**src/rtl/rgb_scene_sequencer_pkg.sv**
```systemverilog
// Shared definitions for the RGB scene sequencer: mode/state encodings,
// duty and PWM-frequency constants, and the PARTY colour table.
package rgb_scene_sequencer_pkg;

  typedef enum logic [2:0] {
    MODE_OFF   = 3'd0,
    MODE_DIM   = 3'd1,
    MODE_MID   = 3'd2,
    MODE_FULL  = 3'd3,
    MODE_PARTY = 3'd4
  } mode_t;

  typedef enum logic [1:0] {
    SEQ_IDLE,
    SEQ_FADE,
    SEQ_HOLD
  } seq_state_t;

  localparam logic [11:0] DUTY_OFF  = 12'd0;
  localparam logic [11:0] DUTY_DIM  = 12'd333;
  localparam logic [11:0] DUTY_MID  = 12'd666;
  localparam logic [11:0] DUTY_FULL = 12'd999;
  localparam logic [11:0] DUTY_MAX  = 12'd1000;

  localparam logic [6:0] FREQ_STATIC = 7'd100;
  localparam logic [6:0] FREQ_PARTY  = 7'd1;

  typedef struct packed {
    logic [11:0] r;
    logic [11:0] g;
    logic [11:0] b;
  } rgb_t;

  function automatic rgb_t scene_colour(input logic [2:0] idx);
    rgb_t c;
    case (idx)
      3'd0:    c = '{r: DUTY_MAX, g: 12'd0,    b: 12'd0};
      3'd1:    c = '{r: DUTY_MAX, g: 12'd500,  b: 12'd0};
      3'd2:    c = '{r: DUTY_MAX, g: DUTY_MAX, b: 12'd0};
      3'd3:    c = '{r: 12'd0,    g: DUTY_MAX, b: 12'd0};
      3'd4:    c = '{r: 12'd0,    g: DUTY_MAX, b: DUTY_MAX};
      3'd5:    c = '{r: 12'd0,    g: 12'd0,    b: DUTY_MAX};
      3'd6:    c = '{r: 12'd500,  g: 12'd0,    b: DUTY_MAX};
      default: c = '{r: DUTY_MAX, g: DUTY_MAX, b: DUTY_MAX};
    endcase
    return c;
  endfunction

endpackage

```
**src/rtl/duty_ramp.sv**
```systemverilog
// One channel's saturating step toward a target duty; o_at_target reports
// whether the proposed next value lands exactly on the target.
module duty_ramp #(
  parameter int unsigned STEP = 10
) (
  input  logic [11:0] i_duty,
  input  logic [11:0] i_target,
  output logic [11:0] o_next,
  output logic        o_at_target
);

  localparam logic [11:0] STEP_W = 12'(STEP);

  logic        w_up;
  logic [11:0] w_dist;

  always_comb begin
    w_up   = i_target > i_duty;
    w_dist = w_up ? (i_target - i_duty) : (i_duty - i_target);
    if (w_dist <= STEP_W) begin
      o_next = i_target;
    end else if (w_up) begin
      o_next = i_duty + STEP_W;
    end else begin
      o_next = i_duty - STEP_W;
    end
    o_at_target = (o_next == i_target);
  end

endmodule

```
**src/rtl/rgb_scene_sequencer.sv**
```systemverilog
// Mode ring and PARTY fade/hold sequencer producing registered per-channel
// duties on the 0..1000 scale for three PWM channels.
module rgb_scene_sequencer
  import rgb_scene_sequencer_pkg::*;
#(
  parameter int unsigned STEP    = 10,
  parameter int unsigned HOLD_MS = 500
) (
  input  logic        clk,
  input  logic        reset_n,
  input  logic        mode_next,
  input  logic        tick_1ms,
  input  logic        pause,
  output logic [2:0]  mode,
  output logic [2:0]  scene_idx,
  output logic        party_mode_flag,
  output logic [11:0] duty_r,
  output logic [11:0] duty_g,
  output logic [11:0] duty_b,
  output logic [6:0]  pwm_freq
);

  localparam logic [15:0] HOLD_LAST = 16'(HOLD_MS - 1);

  mode_t       r_mode;
  seq_state_t  r_state;
  logic [2:0]  r_scene;
  logic [15:0] r_hold_cnt;
  logic [11:0] r_duty_r, r_duty_g, r_duty_b;
  logic        r_flag;
  logic [6:0]  r_freq;

  rgb_t        w_target;
  logic [11:0] w_next_r, w_next_g, w_next_b;
  logic        w_at_r, w_at_g, w_at_b;

  // Target is always the table entry of the current scene, so it needs no register.
  assign w_target = scene_colour(r_scene);

  duty_ramp #(.STEP(STEP)) u_ramp_r (
    .i_duty(r_duty_r), .i_target(w_target.r), .o_next(w_next_r), .o_at_target(w_at_r)
  );
  duty_ramp #(.STEP(STEP)) u_ramp_g (
    .i_duty(r_duty_g), .i_target(w_target.g), .o_next(w_next_g), .o_at_target(w_at_g)
  );
  duty_ramp #(.STEP(STEP)) u_ramp_b (
    .i_duty(r_duty_b), .i_target(w_target.b), .o_next(w_next_b), .o_at_target(w_at_b)
  );

  always_ff @(posedge clk or negedge reset_n) begin
    if (!reset_n) begin
      r_mode     <= MODE_OFF;
      r_state    <= SEQ_IDLE;
      r_scene    <= '0;
      r_hold_cnt <= '0;
      r_duty_r   <= '0;
      r_duty_g   <= '0;
      r_duty_b   <= '0;
      r_flag     <= 1'b0;
      r_freq     <= FREQ_STATIC;
    end else if (mode_next) begin
      case (r_mode)
        MODE_OFF: begin
          r_mode   <= MODE_DIM;
          r_state  <= SEQ_IDLE;
          r_duty_r <= DUTY_DIM;
          r_duty_g <= DUTY_DIM;
          r_duty_b <= DUTY_DIM;
        end
        MODE_DIM: begin
          r_mode   <= MODE_MID;
          r_state  <= SEQ_IDLE;
          r_duty_r <= DUTY_MID;
          r_duty_g <= DUTY_MID;
          r_duty_b <= DUTY_MID;
        end
        MODE_MID: begin
          r_mode   <= MODE_FULL;
          r_state  <= SEQ_IDLE;
          r_duty_r <= DUTY_FULL;
          r_duty_g <= DUTY_FULL;
          r_duty_b <= DUTY_FULL;
        end
        MODE_FULL: begin
          r_mode     <= MODE_PARTY;
          r_state    <= SEQ_FADE;
          r_scene    <= '0;
          r_hold_cnt <= '0;
          r_flag     <= 1'b1;
          r_freq     <= FREQ_PARTY;
        end
        default: begin
          r_mode     <= MODE_OFF;
          r_state    <= SEQ_IDLE;
          r_scene    <= '0;
          r_hold_cnt <= '0;
          r_duty_r   <= DUTY_OFF;
          r_duty_g   <= DUTY_OFF;
          r_duty_b   <= DUTY_OFF;
          r_flag     <= 1'b0;
          r_freq     <= FREQ_STATIC;
        end
      endcase
    end else begin
      case (r_mode)
        MODE_OFF, MODE_DIM, MODE_MID, MODE_FULL: ;
        MODE_PARTY: begin
          if (tick_1ms && !pause) begin
            case (r_state)
              SEQ_FADE: begin
                r_duty_r <= w_next_r;
                r_duty_g <= w_next_g;
                r_duty_b <= w_next_b;
                if (w_at_r && w_at_g && w_at_b) begin
                  r_state    <= SEQ_HOLD;
                  r_hold_cnt <= '0;
                end
              end
              SEQ_HOLD: begin
                if (r_hold_cnt == HOLD_LAST) begin
                  r_scene    <= r_scene + 3'd1;
                  r_state    <= SEQ_FADE;
                  r_hold_cnt <= '0;
                end else begin
                  r_hold_cnt <= r_hold_cnt + 16'd1;
                end
              end
              default: r_state <= SEQ_FADE;
            endcase
          end
        end
        default: begin
          r_mode     <= MODE_OFF;
          r_state    <= SEQ_IDLE;
          r_scene    <= '0;
          r_hold_cnt <= '0;
          r_duty_r   <= DUTY_OFF;
          r_duty_g   <= DUTY_OFF;
          r_duty_b   <= DUTY_OFF;
          r_flag     <= 1'b0;
          r_freq     <= FREQ_STATIC;
        end
      endcase
    end
  end

  assign mode            = r_mode;
  assign scene_idx       = r_scene;
  assign party_mode_flag = r_flag;
  assign duty_r          = r_duty_r;
  assign duty_g          = r_duty_g;
  assign duty_b          = r_duty_b;
  assign pwm_freq        = r_freq;

endmodule

```
**config.mk**
```make
export PLATFORM = sky130hd
export DESIGN_NAME = rgb_scene_sequencer
export DESIGN_NICKNAME = d
export VERILOG_FILES = /design/src/rtl/rgb_scene_sequencer_pkg.sv /design/src/rtl/duty_ramp.sv /design/src/rtl/rgb_scene_sequencer.sv
export SDC_FILE = /design/constraint.sdc
export NUM_CORES = 1
export LEC_CHECK = 0
export ABC_AREA = 1
export ABC_CLOCK_PERIOD_IN_PS = 6900
export BUFFER_PORTS_ARGS = -buffer_cell sky130_fd_sc_hd__buf_2
export CAP_MARGIN = 20
export CORE_MARGIN = 8
export CORE_UTILIZATION = 63
export DETAILED_ROUTE_END_ITERATION = 8
export GPL_TIMING_DRIVEN = 0
export PLACE_DENSITY = 0.85
export SLEW_MARGIN = 10
export SYNTH_ARGS = -nofsm -noshare
export SYNTH_HDL_FRONTEND = slang
export SYNTH_SLANG_ARGS = --single-unit
```
**constraint.sdc**
```tcl
create_clock -name clk -period 6.9 [get_ports clk]
set_clock_uncertainty 0.1 [all_clocks]
set_input_delay 0.69 -clock clk [delete_from_list [all_inputs] [get_ports clk]]
set_output_delay 0.69 -clock clk [all_outputs]
set_load 0.01 [all_outputs]
```
Word level (Yosys, flattened, before mapping):

Index checks and enable logic that the tools add are counted.

* flip-flop bits (word level): 68
* latch bits: 0
* memory bits (writable): 0
* bits in read-only memories: 0
* input bits: 5
* word-level logic and storage cells: 122
* memories: 0

* add/sub/neg operators: 14
* multiply operators: 0
* div/mod/pow operators: 0
* $lt $le $gt $ge: 6
* equal/unequal tests: 27
* shifts and indexed selects: 0
* multiplexer cells: 52
* bitwise gates (word level): 0
* reductions and logical operators: 14

Operators by type and width (count)
* $pmux 34 s7: 1
* $mux 12: 18
* $mux 16: 5
* $pmux 12 s2: 3
* $pmux 16 s2: 2
* $pmux 12 s4: 1
* $sub 12x12->12: 4
* $add 12x4->12 const B: 3
* $le 12x4->1 const B: 3
* $sub 12x4->12 const B: 3
* $eq 12x12->1: 2
* $gt 12x12->1: 2
* $mux 3: 7
* $add 16x1->16 const B: 1
* $eq 16x9->1 const B: 1
* $mux 7: 2
* $pmux 7 s2: 1
* $eq 12x10->1: 1
* $eq 3x2->1 const B: 4
* $eq 3x3->1 const B: 4
* $gt 10x12->1: 1
* $pmux 3 s4: 1
* $sub 10x12->12: 1
* $sub 12x10->12: 1
* 24 further kinds: 41

Longest topological paths before layout:

Gate-level depths: netlist of run 1.

* word-level depth: 14
* gate-level depth with buffers: 41
* mapped depth without buffers: 38

Hierarchy:

Synthesis of run 1 repeated with hierarchy kept, for this count alone.

* cells, all modules: 1826
* area total of the unflattened synthesis: 10408.7 um^2

Modules (own cells, without submodules)
* duty_ramp (u_ramp_g ...): instances 2, cells each 457, area each 2348.5 um^2, seq. area each 0.0 um^2
* rgb_scene_sequencer: instances 1, cells each 446, area each 3335.7 um^2, seq. area each 1552.7 um^2
* duty_ramp (u_ramp_b): instances 1, cells each 466, area each 2376.0 um^2, seq. area each 0.0 um^2

Least setup slack after synthesis of run 1:

No wires, ideal clock.

* kind: flip-flop to flip-flop
* from: reg r_scene[0] (netlist: scene_idx[0])
* to: reg r_hold_cnt[3]
* setup time: 0.117 ns
* arrival: 5.080 ns
* data required time: 6.683 ns
* slack: 1.603 ns
* stages on the path, launching flop included: 39
* clock period less this slack: 5.297 ns
* cells stage by stage: dfrtp_1 inv_1 ha_1 inv_1 nand2_1 nor2_1 nor2_1 inv_1 nand2_1 nand4_1 ha_1 buf_4 nand2_2 inv_2 nand2_1 nand2_1 nand2_1 nand3_2 [... 3 more ...] a21oi_1 nand2_1 a21oi_1 nor2_1 nor2_1 xor2_1 nor2_1 o21ai_0 nand2_1 clkinv_1 nand3_1 nor2_1 nand3_1 nand2_2 nand3_4 buf_6 nand2_1 nand2_1

* longest elaborated chain between the ends: 11
* elaborated cells on any way between the ends: 36

Ends and longest elaborated chain
* start, declared: line rgb_scene_sequencer.sv:27 `logic [2:0] r_scene;`
* start signal, assigned: line rgb_scene_sequencer.sv:121 `r_scene <= r_scene + 3'd1;`
* $eq 3x3->1 (tied with other cells): line rgb_scene_sequencer_pkg.sv:36 `case (idx)`
* $pmux 34 s7 (*): line rgb_scene_sequencer_pkg.sv:36
* $sub 12x10->12 (tied with other cells): line duty_ramp.sv:19 `w_dist = w_up ? (i_target - i_duty) : (i_duty - i_target);`
* $mux 12: line duty_ramp.sv:19
* $le 12x4->1: line duty_ramp.sv:20 `if (w_dist <= STEP_W) begin`
* $mux 12: line duty_ramp.sv:20
* $eq 12x10->1 / $eq 12x12->1 (equally long branches): line duty_ramp.sv:27 `o_at_target = (o_next == i_target);`
* $logic_and 1x1->1: line rgb_scene_sequencer.sv:114 `if (w_at_r && w_at_g && w_at_b) begin`
* $logic_and 1x1->1 (*): line rgb_scene_sequencer.sv:114
* $ne 4x4->1 (no line) (*)
* $reduce_and 5->1 (no line) (*)
* end signal, assigned: line rgb_scene_sequencer.sv:125 `r_hold_cnt <= r_hold_cnt + 16'd1;`
* end, declared: line rgb_scene_sequencer.sv:28 `logic [15:0] r_hold_cnt;`

Every way passes the cells marked *; elsewhere a longest branch is shown, timed or not.
A chain may end at the register's enable or synchronous reset.

Final worst setup path of run 1:

* from: reg r_scene[0] (netlist: scene_idx[0])
* to: reg r_hold_cnt[10]

The elaborated chain is that of the path after synthesis.

==> impl_metrics.tcl, run 1 <==
set metrics [dict create \
    fill_cells 1211 \
    startpoint "scene_idx[0]" \
    seq_area_um2 1550 \
    maxUsedRoutingLayer "met4" \
    antenna_found_initial 0 \
    vias 9269 \
    gp_congestion 0.965 \
    firstDrtPassIters 6 \
    run_status "finished, final reports clean" \
    hold_path_class "input pin to asynchronous set/reset pin" \
    layoutNonFillerInstCount 1599 \
    hpwl_um 19200 \
    synth_top_cells_by_count "nand2_1, inv_1, nand3_1" \
    port_buffers 50 \
    synth-edff-count 0 \
    dieArea_um2 17300 \
    async_flop_share_pct 100 \
    core_um2 13100 \
    nNetsFinal 1512 \
    yosysSeqAreaShare_pct 18.4 \
    period_share_pct 91.5 \
    crit_type "flip-flop to flip-flop" \
    drt_iter0_drc 827 \
    grt_start_max_net_pins 63 \
    synth_top_cell_area_share_pct 18.1 \
    cp_common_cell "nor2_1" \
    grt_pass1_vias 8535 \
    finalHoldViolCount 0 \
    wl_um 24700 \
    rows 42 \
    synth_area_um2 8420 \
    slowest_delay_ns 0.42 \
    routedWlPerCell_um 15.5 \
    ys_seq_elements 62 \
    multi_input_area_um2 5880 \
    synth_top_area_cell "dfrtp_1" \
    worstSkewPairLatency_ns 0.34 \
    setup_slack_ns 0.588 \
    cts-htree-levels 3 \
    ys.flop_type "dfrtp_1" \
    clock.fmax_mhz 158 \
    clk_pin_slew_ns 0.06 \
    clock-root-buffer "clkbuf_16" \
    drive_gt1_share_pct 8.92 \
    maxCapViolCount 0 \
    grt.overflow.total 0 \
    area_growth_pct 9.62 \
    cts_buffer_depth 2 \
    cts_tree "yes" \
    postCtsHoldBufs 0 \
    drc 0 \
    worstMarginPinSlew_ns 0.886 \
    synth_top_cells_by_area "dfrtp_1, nand2_1, ha_1" \
    post-route-min-period_ns 6.31 \
    cpMaxStageDelayCell "dfrtp_1" \
    grt.total_usage_pct 27.9 \
    pre_cts_ws_ns 0.338 \
    yosys_warnings 0 \
    cts_buffers 9 \
    cp.required_ns 7.07 \
    antenna_cells 0 \
    ios 55 \
    cp.arrival_ns 6.48 \
    wl_met1_um 10800 \
    die_w_um 132 \
    max_slew_margin_pct 41.0 \
    netlist_instances 1351 \
    cp-end-kind "flip-flop" \
    synth_cell_types 53 \
    setup_violations 0 \
    r2r-start "scene_idx[0]" \
    critPathLaunchType "flip-flop" \
    dp.cells 1580 \
    viasPerCell 5.80 \
    die_y_um 132 \
    finalMaxSlewViolations 0 \
    yosysMostFrequentCell "nand2_1" \
    grt_pass1_wl_um 40900 \
    wl_met3_um 1870 \
    critPathMaxFanout 18 \
    postRouteAntennaNets 0 \
    rsz0062_at_grt "no" \
    hold_ws_ns 0.332 \
    setup_tns_ns 0 \
    wl_met2_um 11400 \
    synth_area_per_cell_um2 6.23 \
    start_util_pct 64.1 \
    clock_sinks 62 \
]
-- placed cells by master (no fill, tap or decap), types with 11 or more instances in the layout --
cell type	count
nor3_1	18
nand2_1	392
inv_1	202
ha_1	84
nand3_1	128
nand4_1	46
a21oi_1	65
nor2_1	100
o211ai_1	11
nand3b_1	12
xor2_1	38
buf_4	12
buf_2	56
a22oi_1	28
o21ai_0	36
dfrtp_1	61
-- routing by layer --
| layer | vias to the layer above | track usage [%] |
|---|---|---|
| met5 | - | 0 |
| met4 | 0 | 10.4 |
| met3 | 57 | 3.85 |
| met2 | 430 | 45.5 |
| met1 | 4199 | 36.9 |
| li1 | 4583 | - |
-- final cells by class --
| type | instances | area share, % |
|---|---|---|
| flip-flops and latches | 62 | 16.8 |
| clock inverters | 6 | 0.664 |
| repair buffers | 54 | 3.04 |
| multi-input cells | 1048 | 63.7 |
| well taps | 176 | 2.39 |
| plain buffers | 31 | 2.13 |
| clock buffers | 10 | 2.59 |
| inverters | 212 | 8.64 |
-- cells by family (layout without fill, tap and decap cells) --
group,after synthesis,after routing,share of synthesized area (%)
buffers and inverters,243,313,11.8
and+or+nand+nor,729,729,38.1
adders and majority gates,89,89,13.7
DFF,62,62,18.4
AOI/OAI and AO/OA,184,184,13.5
xor gates and xnor gates,43,43,4.47
other,1,3,0.0445
-- worst max-delay path: cells and delay by family (launching register included) --
| family | cells | cell delay (ns) |
|---|---|---|
| AO/OA/AOI/OAI | 4 | 0.88 |
| AND/OR/NAND/NOR | 19 | 2.25 |
| flip-flops | 1 | 0.42 |
| buffers and inverters | 9 | 1.28 |
| adder cells (fa/ha/maj) | 3 | 1.02 |
| XOR/XNOR | 1 | 0.28 |
-- worst paths after layout --
check                                      end  slack (ns)  depth (start not counted)
min in group clk                    r_state[0]        0.39                          2
worst min register to register      r_state[0]        0.39                          2
worst max register to register  r_hold_cnt[10]        0.59                         36
worst max-delay path            r_hold_cnt[10]        0.59                         36
worst min-delay path                 duty_r[8]        0.33                          1
max in group asynchronous            duty_g[6]        5.80                          1
-- state kept, by name (all words and copies together), names as in the netlist --
| register | flops |
|---|---|
| r_state | 2 |
| pwm_freq | 2 |
| r_hold_cnt | 16 |
| mode | 3 |
| scene_idx | 3 |
| duty_g | 12 |
| duty_b | 12 |
| duty_r | 12 |
-- through the flow --
stage	utilization, %	cell area, µm²
after floorplan	-	8430
after global placement	67.7	8900
after detailed placement	67.8	8900
after CTS	70.1	9200
after global routing	70.2	9230
final	70.2	9230
-- repair_timing --
item | CTS | global route
gates resized for setup | 0 | 3
setup buffers | 0 | 2
endpoints found under the setup margin | 0 | 18
endpoints found under the hold margin | 0 | 0
Power of run 1 is not shown: default switching activity piles up to over one toggle a cycle in this logic, so the estimate is an artifact.
==> run 2: changes to the inputs <==
--- a/config.mk
+++ b/config.mk
@@ -10,11 +10,12 @@
 export BUFFER_PORTS_ARGS = -buffer_cell sky130_fd_sc_hd__buf_2
 export CAP_MARGIN = 20
 export CORE_MARGIN = 8
-export CORE_UTILIZATION = 63
+export CORE_UTILIZATION = 64
 export DETAILED_ROUTE_END_ITERATION = 8
 export GPL_TIMING_DRIVEN = 0
-export PLACE_DENSITY = 0.85
+export PLACE_DENSITY = 0.86
 export SLEW_MARGIN = 10
 export SYNTH_ARGS = -nofsm -noshare
 export SYNTH_HDL_FRONTEND = slang
+export SYNTH_HIERARCHICAL = 1
 export SYNTH_SLANG_ARGS = --single-unit
==> impl_metrics.tcl, run 2 <==
set metrics [dict create \
    yosys_warnings 6 \
    clock-root-buffer "clkbuf_16" \
    critPathMaxFanout 16 \
    cp_common_cell "nand2_1" \
    fill_cells 1480 \
    drt_iter0_drc 1005 \
    netlist_instances 1826 \
    setup_tns_ns 0 \
    maxCapViolCount 0 \
    clock.fmax_mhz 159 \
    peakVddDrop_mv 0.293 \
    grt.overflow.total 0 \
    worstMarginPinSlew_ns 0.851 \
    dieArea_um2 20600 \
    seq_area_um2 1550 \
    synth_top_cells_by_area "nand2_1, dfrtp_1, ha_1" \
    ios 55 \
    drive_gt1_share_pct 8.81 \
    finalHoldViolCount 0 \
    ys_seq_elements 62 \
    run_status "finished, final reports clean" \
    antenna_found_initial 0 \
    largest_reg_flops 16 \
    cts_buffers 9 \
    r2r-start "scene_idx[0]" \
    yosysSeqAreaShare_pct 14.9 \
    die_y_um 144 \
    gp_congestion 0.973 \
    synth_area_per_cell_um2 5.70 \
    yosysMostFrequentCell "nand2_1" \
    clock_sinks 62 \
    hold_path_class "input pin to asynchronous set/reset pin" \
    crit_type "flip-flop to flip-flop" \
    synth-edff-count 0 \
    grt_pass1_wl_um 48400 \
    antenna_cells 0 \
    core_um2 15900 \
    area_growth_pct 9.80 \
    clk_pin_slew_ns 0.06 \
    wl_um 28900 \
    postRouteAntennaNets 0 \
    cts-htree-levels 3 \
    vias 11725 \
    hold_ws_ns 0.323 \
    regMostFlops "r_hold_cnt" \
    cpMaxStageDelayCell "dfrtp_1" \
    grt_start_max_net_pins 63 \
    grt_pass1_vias 10592 \
    die_w_um 144 \
    layout_common_cells "nand2_1, inv_1, nand3_1" \
    startpoint "scene_idx[0]" \
    p_leak_uw 0.00661 \
    cp.required_ns 7.01 \
    cp.arrival_ns 6.39 \
    period_share_pct 91.0 \
    worstSkewPairLatency_ns 0.33 \
    synth_top_cell_area_share_pct 20.8 \
    critPathBufInv 6 \
    drc 0 \
    synth_cell_types 37 \
    finalMaxSlewViolations 0 \
    routedWlPerCell_um 13.4 \
    cp-end-kind "flip-flop" \
    cts_tree "yes" \
    final_common_cell "nand2_1" \
    slowest_delay_ns 0.43 \
    post-route-min-period_ns 6.28 \
    grt.total_usage_pct 28.5 \
    async_flop_share_pct 100 \
    setup_violations 0 \
    synth_area_um2 10400 \
    max_slew_margin_pct 43.1 \
    cpLargestDelayFamily "simple AND/OR/NAND/NOR gates" \
    hpwl_um 23200 \
    firstDrtPassIters 7 \
    synth_top_cells_by_count "nand2_1, inv_1, nand3_1" \
    multi_input_area_um2 7440 \
    postCtsHoldBufs 0 \
    rows 46 \
    critPathLaunchType "flip-flop" \
    start_util_pct 65.5 \
    port_buffers 51 \
    p_per_area_nw_per_um2 442 \
    synth_top_area_cell "nand2_1" \
    rsz0062_at_grt "no" \
    ys.flop_type "dfrtp_1" \
    cts_buffer_depth 2 \
    nNetsFinal 2052 \
    viasPerCell 5.44 \
]
==> run 2: power by group <==
part           leakage, µW  switching (µW)  internal (µW)
Combinational      0.00568            2520           1390
Sequential        0.000794             220            474
Clock             0.000141             162            286
Total              0.00661            2900           2150
==> run 2: final cells by class <==
type	instances	share of cell area, %
buffer	47	2.80
clock buffer	11	2.12
clock inverter	4	0.416
inverter	345	11.3
multi-input combinational	1421	65.1
sequential	62	13.6
tap	216	2.36
timing repair buffer	51	2.26
==> run 2: what timing repair did <==
item,4_1_cts,5_1_grt
endpoints found under the setup margin,0,16
resized for setup,0,3
setup buffers,0,0
==> run 2: stage by stage <==
stage | worst slack (ns) | utilization [%] | instances | power [µW] | instance area (µm²)
CTS | 0.446 | 71.8 | 2157 | 4960 | 11400
global placement | 0.348 | 70.0 | 2142 | 4390 | 11100
detailed placement | 0.462 | 70.0 | 2142 | 4490 | 11100
finish | 0.619 | 71.9 | 2157 | 5050 | 11400
floorplan | 1.42 | - | 1875 | 3590 | 10600
global route | 0.0307 | 71.9 | 2157 | 5590 | 11400
==> run 2: kinds of logic (layout without fill, tap and decap cells) <==
logic type | count (synthesis) | count (layout) | share of synthesized area (%)
xor+xnor | 38 | 38 | 3.20
simple gates | 1027 | 1027 | 42.0
other cells | 1 | 50 | 0.0360
compound gates | 196 | 196 | 10.4
flops | 62 | 62 | 14.9
buf+inv | 392 | 458 | 15.5
fa+ha+maj | 110 | 110 | 13.9
==> run 2: layer usage <==
| layer | global-route usage [%] | vias up | routed length (µm) |
|---|---|---|---|
| met5 | 0 | - | 0 |
| met4 | 8.58 | 0 | 669 |
| met3 | 3.12 | 60 | 2230 |
| met2 | 47.4 | 503 | 13300 |
| met1 | 38.0 | 5246 | 12700 |
| li1 | - | 5916 | - |
==> run 2: final timing paths <==
kind,endpoint,slack (ns),cells after the start
max reg2reg,r_hold_cnt[3],0.62,36
max in group asynchronous,mode[2],5.83,1
min,r_hold_cnt[15],0.32,1
min in group clk,pwm_freq[5],0.43,1
min reg2reg,pwm_freq[5],0.43,1
max,r_hold_cnt[3],0.62,36
==> run 2: worst reg2reg max path: cells and delay by family (launching register included) <==
family	cells	cell delay, ns
simple gates	21	3.03
xor+xnor	1	0.22
buf+inv	6	0.73
fa+ha+maj	3	0.90
flops	1	0.43
compound gates	5	0.75
No activity file was read; power rests on OpenSTA's default activity.
==> run 3: changes to the inputs <==
--- a/config.mk
+++ b/config.mk
@@ -10,11 +10,11 @@
 export BUFFER_PORTS_ARGS = -buffer_cell sky130_fd_sc_hd__buf_2
 export CAP_MARGIN = 20
 export CORE_MARGIN = 8
-export CORE_UTILIZATION = 64
+export CORE_UTILIZATION = 65
+export CTS_BUF_LIST = sky130_fd_sc_hd__clkbuf_4 sky130_fd_sc_hd__clkbuf_8
 export DETAILED_ROUTE_END_ITERATION = 8
 export GPL_TIMING_DRIVEN = 0
-export PLACE_DENSITY = 0.86
-export SLEW_MARGIN = 10
+export PLACE_DENSITY = 0.87
 export SYNTH_ARGS = -nofsm -noshare
 export SYNTH_HDL_FRONTEND = slang
 export SYNTH_HIERARCHICAL = 1
==> impl_metrics.tcl, run 3 (synthesis results as in run 2) <==
set metrics [dict create \
    die_y_um 143 \
    largest_reg_flops 16 \
    hpwl_um 23600 \
    clock.fmax_mhz 155 \
    cp_common_cell "nand2_1" \
    power_uw 4960 \
    cts_tree "yes" \
    routedWlPerCell_um 13.4 \
    area_growth_pct 9.27 \
    antenna_found_initial 0 \
    max_slew_margin_pct 43.1 \
    firstDrtPassIters 7 \
    cpLargestDelayFamily "simple AND/OR/NAND/NOR gates" \
    ios 55 \
    cts-htree-levels 3 \
    crit_type "flip-flop to flip-flop" \
    clock_sinks 62 \
    dpl_cell_area_um2 11100 \
    period_share_pct 93.4 \
    port_buffers 51 \
    maxUsedRoutingLayer "met4" \
    viasPerCell 5.38 \
    cp.arrival_ns 6.58 \
    postCtsSetupBuffers 0 \
    drt_iter0_drc 920 \
    cts_buffers 9 \
    wl_um 29000 \
    drive_gt1_share_pct 8.90 \
    worstSkewPairLatency_ns 0.35 \
    clk_pin_slew_ns 0.07 \
    pre_cts_ws_ns 0.665 \
    antenna_cells 0 \
    finalMaxSlewViolations 0 \
    gp_congestion 0.951 \
    cpMaxStageDelayCell "dfrtp_1" \
    layout_common_cells "nand2_1, inv_1, nand3_1" \
    vias 11629 \
    postRouteAntennaNets 0 \
    wl_met3_um 1960 \
    rsz0062_at_grt "no" \
    dieArea_um2 20300 \
    slowest_delay_ns 0.45 \
    cp-end-kind "flip-flop" \
    grt_pass1_wl_um 47400 \
    cts_buffer_depth 2 \
    critPathBufInv 8 \
    setup_slack_ns 0.458 \
    power.share.sequential_pct 13.9 \
    critPathLaunchType "flip-flop" \
    peakVddDrop_mv 0.255 \
    postCtsHoldBufs 0 \
    setup_tns_ns 0 \
    internal_power_uw 2080 \
    p_per_area_nw_per_um2 436 \
    grt.overflow.total 0 \
    hold_path_class "input pin to asynchronous set/reset pin" \
    run_status "finished, final reports clean" \
    sw_frac_of_total_pct 58.0 \
    grt.total_usage_pct 28.1 \
    cp.required_ns 7.04 \
    post-route-min-period_ns 6.44 \
    core_um2 15800 \
    rows 46 \
    p_sw_uw 2870 \
    p_comb_share_pct 78.7 \
    wl_met1_um 12800 \
    finalHoldViolCount 0 \
    critPathMaxFanout 14 \
    drc 0 \
    final_common_cell "nand2_1" \
    nNetsFinal 2054 \
    pwr-share-clk_pct 7.4 \
    setup_violations 0 \
    wl_met2_um 13400 \
    maxCapViolCount 0 \
    grt_pass1_vias 10460 \
    fin_area_um2 11400 \
    start_util_pct 66.0 \
    grt_start_max_net_pins 37 \
    die_w_um 143 \
    clock-root-buffer "clkbuf_8" \
    p_leak_uw 0.00659 \
    regMostFlops "r_hold_cnt" \
    worstMarginPinSlew_ns 0.850 \
]
[run 3: metrics by stage]
| stage | hold slack, ns | instances | util, % |
|---|---|---|---|
| after floorplan | 0.294 | 1875 | - |
| after global placement | 0.401 | 2142 | 70.5 |
| after detailed placement | 0.413 | 2144 | 70.7 |
| after CTS | 0.258 | 2160 | 72.1 |
| after global routing | 0.301 | 2160 | 72.1 |
| final | 0.255 | 2160 | 72.1 |
[run 3: path summary, 6_finish.rpt]
| path | from | end | slack (ns) | depth (start not counted) |
|---|---|---|---|---|
| max | scene_idx[0] | r_hold_cnt[2] | 0.46 | 37 |
| min | reset_n | r_hold_cnt[11] | 0.25 | 1 |
| max reg2reg | scene_idx[0] | r_hold_cnt[2] | 0.46 | 37 |
| min reg2reg | pwm_freq[5] | pwm_freq[5] | 0.43 | 1 |
| max in group asynchronous | reset_n | duty_r[7] | 5.81 | 2 |
| min in group clk | pwm_freq[5] | pwm_freq[5] | 0.43 | 1 |
[run 3: area by class of cell]
| cell class | count | area (µm²) |
|---|---|---|
| clock inverters | 4 | 70.1 |
| inverters | 345 | 1300 |
| repair buffers | 53 | 283 |
| plain buffers | 47 | 320 |
| clock buffers | 12 | 153 |
| multi-input cells | 1421 | 7430 |
| fillers | 1501 | 4400 |
| well taps | 216 | 270 |
| flip-flops and latches | 62 | 1550 |
[run 3: routing by layer]
metal / GRT usage (%) / up-vias
li1: - / 5897
met1: 36.5 / 5261
met2: 47.1 / 407
met3: 3.66 / 64
met4: 9.12 / 0
met5: 0 / -
[run 3: power by group through the flow]
stage               clock network (µW)  registers [µW]  logic (µW)
floorplan                            0             663        2930
global placement                     0             691        3700
detailed placement                   0             693        3800
CTS                                369             688        3820
global route                       384             706        4400
finish                             367             690        3900
[run 3: repair_timing]
item / CTS / global route
endpoints found under the hold margin: 0 / 0
setup endpoints to repair: 0 / 1
resized for setup: 0 / 1
